**config.mk**
```make
export PLATFORM = sky130hd
export DESIGN_NAME = hdr_offset_tracker
export DESIGN_NICKNAME = d
export VERILOG_FILES = /design/src/rtl/hdr_offset_tracker.sv
export SDC_FILE = /design/constraint.sdc
export NUM_CORES = 1
export LEC_CHECK = 0
export CORE_AREA = 2 2 130 132
export DETAILED_ROUTE_END_ITERATION = 12
export DIE_AREA = 0 0 132 134
export GPL_TIMING_DRIVEN = 1
export PLACE_DENSITY = 0.86
export REMOVE_ABC_BUFFERS = 1
export SLEW_MARGIN = 5
export SYNTH_ARGS = -nofsm -noshare
export SYNTH_HDL_FRONTEND = slang
export SYNTH_SLANG_ARGS = --single-unit
```
**constraint.sdc**
```tcl
create_clock -name clk -period 9 [get_ports clk]
set_input_delay 2.25 -clock clk [delete_from_list [all_inputs] [get_ports clk]]
set_output_delay 2.25 -clock clk [all_outputs]
set_load 0.03 [all_outputs]
```
**src/rtl/hdr_offset_tracker.sv**
```systemverilog
// Per-frame byte position tracker with NUM_MARKS header-boundary pulses.
// Reports frame length, runt/oversize and unreached boundaries at frame end.
module hdr_offset_tracker #(
    parameter int DATA_WIDTH      = 64,
    parameter int NUM_MARKS       = 4,
    parameter int CNT_W           = 16,
    parameter int MIN_FRAME_BYTES = 60,
    parameter int MAX_FRAME_BYTES = 1514,
    localparam int BPB            = DATA_WIDTH / 8,
    localparam int LW             = $clog2(BPB + 1)
) (
    input  logic                       clk,
    input  logic                       rst_n,
    input  logic                       beat_accept,
    input  logic [BPB-1:0]             beat_keep,
    input  logic                       beat_last,
    input  logic                       frame_abort,
    input  logic [NUM_MARKS*CNT_W-1:0] mark_offset,
    output logic                       in_frame,
    output logic [NUM_MARKS-1:0]       mark_done,
    output logic [NUM_MARKS*LW-1:0]    mark_lane,
    output logic                       frame_done,
    output logic [CNT_W-1:0]           frame_len,
    output logic                       runt,
    output logic                       oversize,
    output logic [NUM_MARKS-1:0]       marks_missed
);

    typedef enum logic {
        IDLE,
        ACTIVE
    } state_e;

    localparam logic [CNT_W-1:0] MIN_L = CNT_W'(MIN_FRAME_BYTES);
    localparam logic [CNT_W-1:0] MAX_L = CNT_W'(MAX_FRAME_BYTES);

    state_e                     state_q, state_d;
    logic [CNT_W-1:0]           count_q, count_d;
    logic [NUM_MARKS-1:0]       fired_q, fired_d;
    logic [NUM_MARKS*CNT_W-1:0] offs_q, offs_d;
    logic [NUM_MARKS-1:0]       mark_done_q, mark_done_d;
    logic [NUM_MARKS*LW-1:0]    mark_lane_q, mark_lane_d;
    logic                       frame_done_q, frame_done_d;
    logic [CNT_W-1:0]           frame_len_q, frame_len_d;
    logic                       runt_q, runt_d;
    logic                       oversize_q, oversize_d;
    logic [NUM_MARKS-1:0]       missed_q, missed_d;

    logic                       acc;
    logic                       fin;
    logic [LW-1:0]              beat_bytes;
    logic [CNT_W:0]             n_wide;
    logic [CNT_W-1:0]           n;
    logic [NUM_MARKS*CNT_W-1:0] eff_off;
    logic [NUM_MARKS-1:0]       enabled;
    logic [NUM_MARKS-1:0]       fire;
    logic [NUM_MARKS*LW-1:0]    lane;
    logic [CNT_W-1:0]           off_k;

    // Abort takes priority over a beat presented on the same cycle.
    assign acc = beat_accept & ~frame_abort;
    assign fin = acc & beat_last;

    always_comb begin
        beat_bytes = '0;
        for (int i = 0; i < BPB; i++) begin
            beat_bytes = beat_bytes + LW'(beat_keep[i]);
        end
        n_wide = {1'b0, count_q} + (CNT_W + 1)'(beat_bytes);
        n      = n_wide[CNT_W] ? '1 : n_wide[CNT_W-1:0];
    end

    // Offsets come straight from the port on the SOF beat, latched after.
    assign eff_off = (state_q == IDLE) ? mark_offset : offs_q;

    always_comb begin
        enabled = '0;
        fire    = '0;
        lane    = '0;
        off_k   = '0;
        for (int k = 0; k < NUM_MARKS; k++) begin
            off_k      = eff_off[k*CNT_W +: CNT_W];
            enabled[k] = (off_k != '0);
            fire[k]    = acc & enabled[k] & ~fired_q[k]
                       & (count_q < off_k) & (off_k <= n);
            // Difference never exceeds BPB, so low bits are exact.
            lane[k*LW +: LW] = off_k[LW-1:0] - count_q[LW-1:0];
        end
    end

    always_comb begin
        state_d = state_q;
        unique case (state_q)
            IDLE: begin
                if (acc && !beat_last) begin
                    state_d = ACTIVE;
                end
            end
            ACTIVE: begin
                if (frame_abort || fin) begin
                    state_d = IDLE;
                end
            end
            default: state_d = IDLE;
        endcase
    end

    always_comb begin
        count_d      = count_q;
        fired_d      = fired_q;
        offs_d       = offs_q;
        mark_done_d  = '0;
        mark_lane_d  = mark_lane_q;
        frame_done_d = 1'b0;
        frame_len_d  = frame_len_q;
        runt_d       = runt_q;
        oversize_d   = oversize_q;
        missed_d     = missed_q;

        if (acc && state_q == IDLE) begin
            offs_d = mark_offset;
        end

        if (frame_abort) begin
            count_d = '0;
            fired_d = '0;
        end else if (acc) begin
            mark_done_d = fire;
            for (int k = 0; k < NUM_MARKS; k++) begin
                if (fire[k]) begin
                    mark_lane_d[k*LW +: LW] = lane[k*LW +: LW];
                end
            end
            if (fin) begin
                count_d      = '0;
                fired_d      = '0;
                frame_done_d = 1'b1;
                frame_len_d  = n;
                runt_d       = (n < MIN_L);
                oversize_d   = (n > MAX_L);
                missed_d     = enabled & ~(fired_q | fire);
            end else begin
                count_d = n;
                fired_d = fired_q | fire;
            end
        end
    end

    always_ff @(posedge clk or negedge rst_n) begin
        if (!rst_n) begin
            state_q      <= IDLE;
            count_q      <= '0;
            fired_q      <= '0;
            offs_q       <= '0;
            mark_done_q  <= '0;
            mark_lane_q  <= '0;
            frame_done_q <= 1'b0;
            frame_len_q  <= '0;
            runt_q       <= 1'b0;
            oversize_q   <= 1'b0;
            missed_q     <= '0;
        end else begin
            state_q      <= state_d;
            count_q      <= count_d;
            fired_q      <= fired_d;
            offs_q       <= offs_d;
            mark_done_q  <= mark_done_d;
            mark_lane_q  <= mark_lane_d;
            frame_done_q <= frame_done_d;
            frame_len_q  <= frame_len_d;
            runt_q       <= runt_d;
            oversize_q   <= oversize_d;
            missed_q     <= missed_d;
        end
    end

    assign in_frame     = (state_q == ACTIVE);
    assign mark_done    = mark_done_q;
    assign mark_lane    = mark_lane_q;
    assign frame_done   = frame_done_q;
    assign frame_len    = frame_len_q;
    assign runt         = runt_q;
    assign oversize     = oversize_q;
    assign marks_missed = missed_q;

endmodule

```
==> reports/summary.log <==
INFO  run_status     status=finished clean
INFO  critical_path  crit_path_cell_trace=clkdlybuf4s50_1 > fa_1 > inv_1 > fa_1 > fa_1 > fa_1 > inv_1 > fa_1 > nand3_2 > a21o_1 > nor2_1 > nor2_1 > ha_1 > nor2b_1 > o21ai_0 > nor2_1 > a2111oi_2 > o211ai_1 > and4b_1 > mux2_4
INFO  sta            rsz0062_at_grt=no
INFO  clocking       ctsHtreeMaxLevel=4
INFO  finish         number_of_fillers_in_the_final_layout=1147
INFO  synthesis      synth_async_sr_flop_share=100.0%
INFO  finish         final_layout_size_suffix_gt1_share=14.39%
INFO  drt            route.final.wire_length=27530µm
INFO  drt            detail_route.drc_violations=0
INFO  sta            period_needed=8028ps
INFO  finish         final-seq-area=3207µm²
INFO  critical_path  crit_slowest_cell=sky130_fd_sc_hd__fa_1
INFO  synthesis      post_synth.cell_area_avg=10.25µm²
INFO  clocking       post_cts_buffers=0
INFO  pwr            cellPowerDensity=197.3nW/µm²
INFO  floorplan      die_width=132µm
INFO  clocking       clk_transition_reported_paths=60ps
INFO  finish         n_antenna_cell=0
INFO  finish         final_cell_count_no_fill=1318
INFO  sta            tightest_slew=1208ps
INFO  pwr            vdd_ir_drop_max=0.0001373V
INFO  sta            drv_slew=0
INFO  pwr            p_leak=5.381nW
INFO  placed_design  globalplace.congestion=0.9563
INFO  synthesis      synthesized_netlist_cell_count=961
INFO  synthesis      ys.warnings.count=0
INFO  floorplan      floorplan.core_area=16290µm²
INFO  critical_path  cp_max_fo=8
INFO  sta            setup_viol_count_final=0
INFO  finish         final_cell_mix=142 x sky130_fd_sc_hd__ha_1, 127 x sky130_fd_sc_hd__dfrtp_1, 119 x sky130_fd_sc_hd__clkdlybuf4s50_1
INFO  clocking       clk_buf_depth=2
INFO  synthesis      synth_area=9853µm²
INFO  finish         syn_to_final_growth=20.42%
INFO  clocking       cts_tree=built
INFO  global_routing grt_pass1_wl=43700µm
INFO  critical_path  critical-path-top-cell-by-count=sky130_fd_sc_hd__fa_1
INFO  hold_path      hold_path.class=reg2reg
INFO  sta            hold_viol=0
INFO  clocking       number_of_hold_buffers_added_after_cts=0
INFO  placed_design  placed_cells=1286
INFO  clocking       insertion_delay=440ps
INFO  drt            first_iter_violations=744
INFO  sta            fmax=124.6MHz
INFO  critical_path  timing.critical_path.from_type=primary input
INFO  global_routing grt_antenna_before_repair=0
INFO  global_routing grt_overflow=0
INFO  floorplan      chipHeight=134µm
INFO  synthesis      synthFlopType=sky130_fd_sc_hd__dfrtp_1
INFO  clocking       cts_sinks=128
INFO  placed_design  detailedPlace.worstSlack=640.7ps
INFO  finish         num-nets-final=1313
INFO  critical_path  critPathCaptureType=register
INFO  sta            clock_skew=7.957ps
INFO  clocking       ctsRootBufferMaster=sky130_fd_sc_hd__clkbuf_16
INFO  critical_path  worst-setup-path-type=in2reg
INFO  finish         most_common_library_cell_in_the_layout_ignoring_fill_and_taps=sky130_fd_sc_hd__ha_1
INFO  sta            final_critical_path_setup_slack=971.7ps
INFO  global_routing grt_start_max_net_pins=69
INFO  critical_path  worst-endpoint-required=9320ps
INFO  sta            setup_total_negative_slack=0ps
INFO  floorplan      start_util=60.49%
INFO  floorplan      dieArea=17690µm²
INFO  clocking       numCtsBuffers=17
INFO  placed_design  place.detailed.hpwl=19570µm
INFO  synthesis      synth_cell_types=73
INFO  finish         multi_input_comb_area=6103µm²
INFO  global_routing grtUsageTotal=31.94%
INFO  drt            final_antenna_net_count=0
INFO  clocking       cts-resized-gates=0
INFO  job            max_cap_violations=0
INFO  sta            max-slew-margin-rel=19.14%
INFO  drt            detailroute.via_count=8198
INFO  synthesis      yosysSeqAreaShare=32.51%
INFO  critical_path  crit_path_max_cell_delay=540ps
INFO  drt            route.detailed.wl_per_inst=20.89µm
INFO  drt            viasPerCell=6.220
INFO  critical_path  worstPathArrival=8350ps
INFO  floorplan      io_pins=121
INFO  finish         finalCoreUtilization=72.84%
INFO  sta            min_period_over_period=89.20%
INFO  synthesis      postSynthRegisterBits=128
INFO  placed_design  count_of_buffers_from_port_buffering=120
INFO  floorplan      placement_rows=47
INFO  drt            drt_pre_antenna_iters=6
INFO  global_routing grt_pass1_vias=8308
INFO  synthesis      synth-edff-count=0
INFO  sta            hold_slack=491.4ps
## kinds of logic after synthesis
logic type	Yosys count	synth area share, %
AOI/OAI and AO/OA	185	12.46
xor gates and xnor gates	15	1.333
adders and majority gates	151	19.86
buffers and inverters	127	5.625
DFF	128	32.51
muxes	146	16.75
and+or+nand+nor	209	11.47
## final timing paths
kind,start,to,slack [ps],cells after the start
max,beat_keep[0],mark_lane[11]$_DFFE_PN0P_,970,20
min,marks_missed[2]$_DFFE_PN0P_,marks_missed[2]$_DFFE_PN0P_,490,2
max reg2reg,count_q[0]$_DFFE_PN0P_,mark_lane[11]$_DFFE_PN0P_,2680,18
min reg2reg,marks_missed[2]$_DFFE_PN0P_,marks_missed[2]$_DFFE_PN0P_,490,2
max in group asynchronous,rst_n,in_frame$_DFF_PN0_,5680,2
min in group asynchronous,rst_n,offs_q[18]$_DFFE_PN0P_,1890,1
## layer usage
layer,global-route usage (%),vias to the layer above,wire length [µm]
li1,-,3743,-
met1,41.79,3999,11730
met4,14.67,0,1177
met2,51.53,367,12660
met5,0,-,0
met3,6.311,89,1965
## stage by stage
step / total power [W] / cell area (µm²)
2_1_floorplan: 0.001284 / 9686
3_3_place_gp: 0.001558 / 11240
3_5_place_dp: 0.001587 / 11240
4_1_cts: 0.002333 / 11870
5_1_grt: 0.002445 / 11870
6_report: 0.002341 / 11870
## cell usage after synthesis, types with 7 or more instances
| library cell | count | area (µm²) |
|---|---|---|
| sky130_fd_sc_hd__and4_1 | 8 | 70.07 |
| sky130_fd_sc_hd__a21oi_1 | 42 | 210.2 |
| sky130_fd_sc_hd__nor4_1 | 13 | 81.33 |
| sky130_fd_sc_hd__ha_1 | 142 | 1777 |
| sky130_fd_sc_hd__nand3_1 | 15 | 75.07 |
| sky130_fd_sc_hd__o21ai_0 | 69 | 345.3 |
| sky130_fd_sc_hd__a211oi_1 | 9 | 67.56 |
| sky130_fd_sc_hd__mux2i_1 | 53 | 530.5 |
| sky130_fd_sc_hd__nor2b_1 | 7 | 43.79 |
| sky130_fd_sc_hd__a21o_1 | 14 | 105.1 |
| sky130_fd_sc_hd__buf_6 | 7 | 78.83 |
| sky130_fd_sc_hd__nand2b_1 | 9 | 56.30 |
| sky130_fd_sc_hd__fa_1 | 9 | 180.2 |
| sky130_fd_sc_hd__clkbuf_1 | 9 | 33.78 |
| sky130_fd_sc_hd__nor3_1 | 14 | 70.07 |
| sky130_fd_sc_hd__mux2_4 | 9 | 135.1 |
| sky130_fd_sc_hd__xnor2_1 | 10 | 87.58 |
| sky130_fd_sc_hd__dfrtp_1 | 128 | 3203 |
| sky130_fd_sc_hd__nand2_1 | 63 | 236.5 |
| sky130_fd_sc_hd__inv_1 | 102 | 382.9 |
| sky130_fd_sc_hd__mux2_2 | 79 | 889.6 |
| sky130_fd_sc_hd__buf_2 | 7 | 35.03 |
| sky130_fd_sc_hd__nor2_1 | 33 | 123.9 |
| sky130_fd_sc_hd__nand4_1 | 26 | 162.7 |
## critical path, delay by kind of cell
family / cells / cell delay (ps)
AO/OA/AOI/OAI: 4 / 1000
adder cells (fa/ha/maj): 6 / 2460
buffers and inverters: 3 / 570
multiplexers: 1 / 340
AND/OR/NAND/NOR: 6 / 1720
## where the power goes
group	internal (W)	leakage [nW]	switching, W
Combinational	0.000372	3.50	0.000465
Clock	0.000455	0.298	0.000289
Sequential	0.000680	1.58	0.0000800
Total	0.00151	5.38	0.000834
## state kept, by name (all words and copies together) (netlist names)
name / cells
fired_q: 4
in_frame: 1
offs_q: 64
marks_missed: 4
frame_len: 16
runt: 1
frame_done: 1
mark_done: 4
mark_lane: 16
count_q: 16
oversize: 1
## layout make-up
type,count,share of cell area [%]
multi-input combinational,706,51.44
inverter,103,3.258
timing repair buffer,129,10.67
clock buffer,19,3.817
tap,220,2.320
clock inverter,13,1.466
sequential,128,27.03
(Power assumes the default switching activity.)
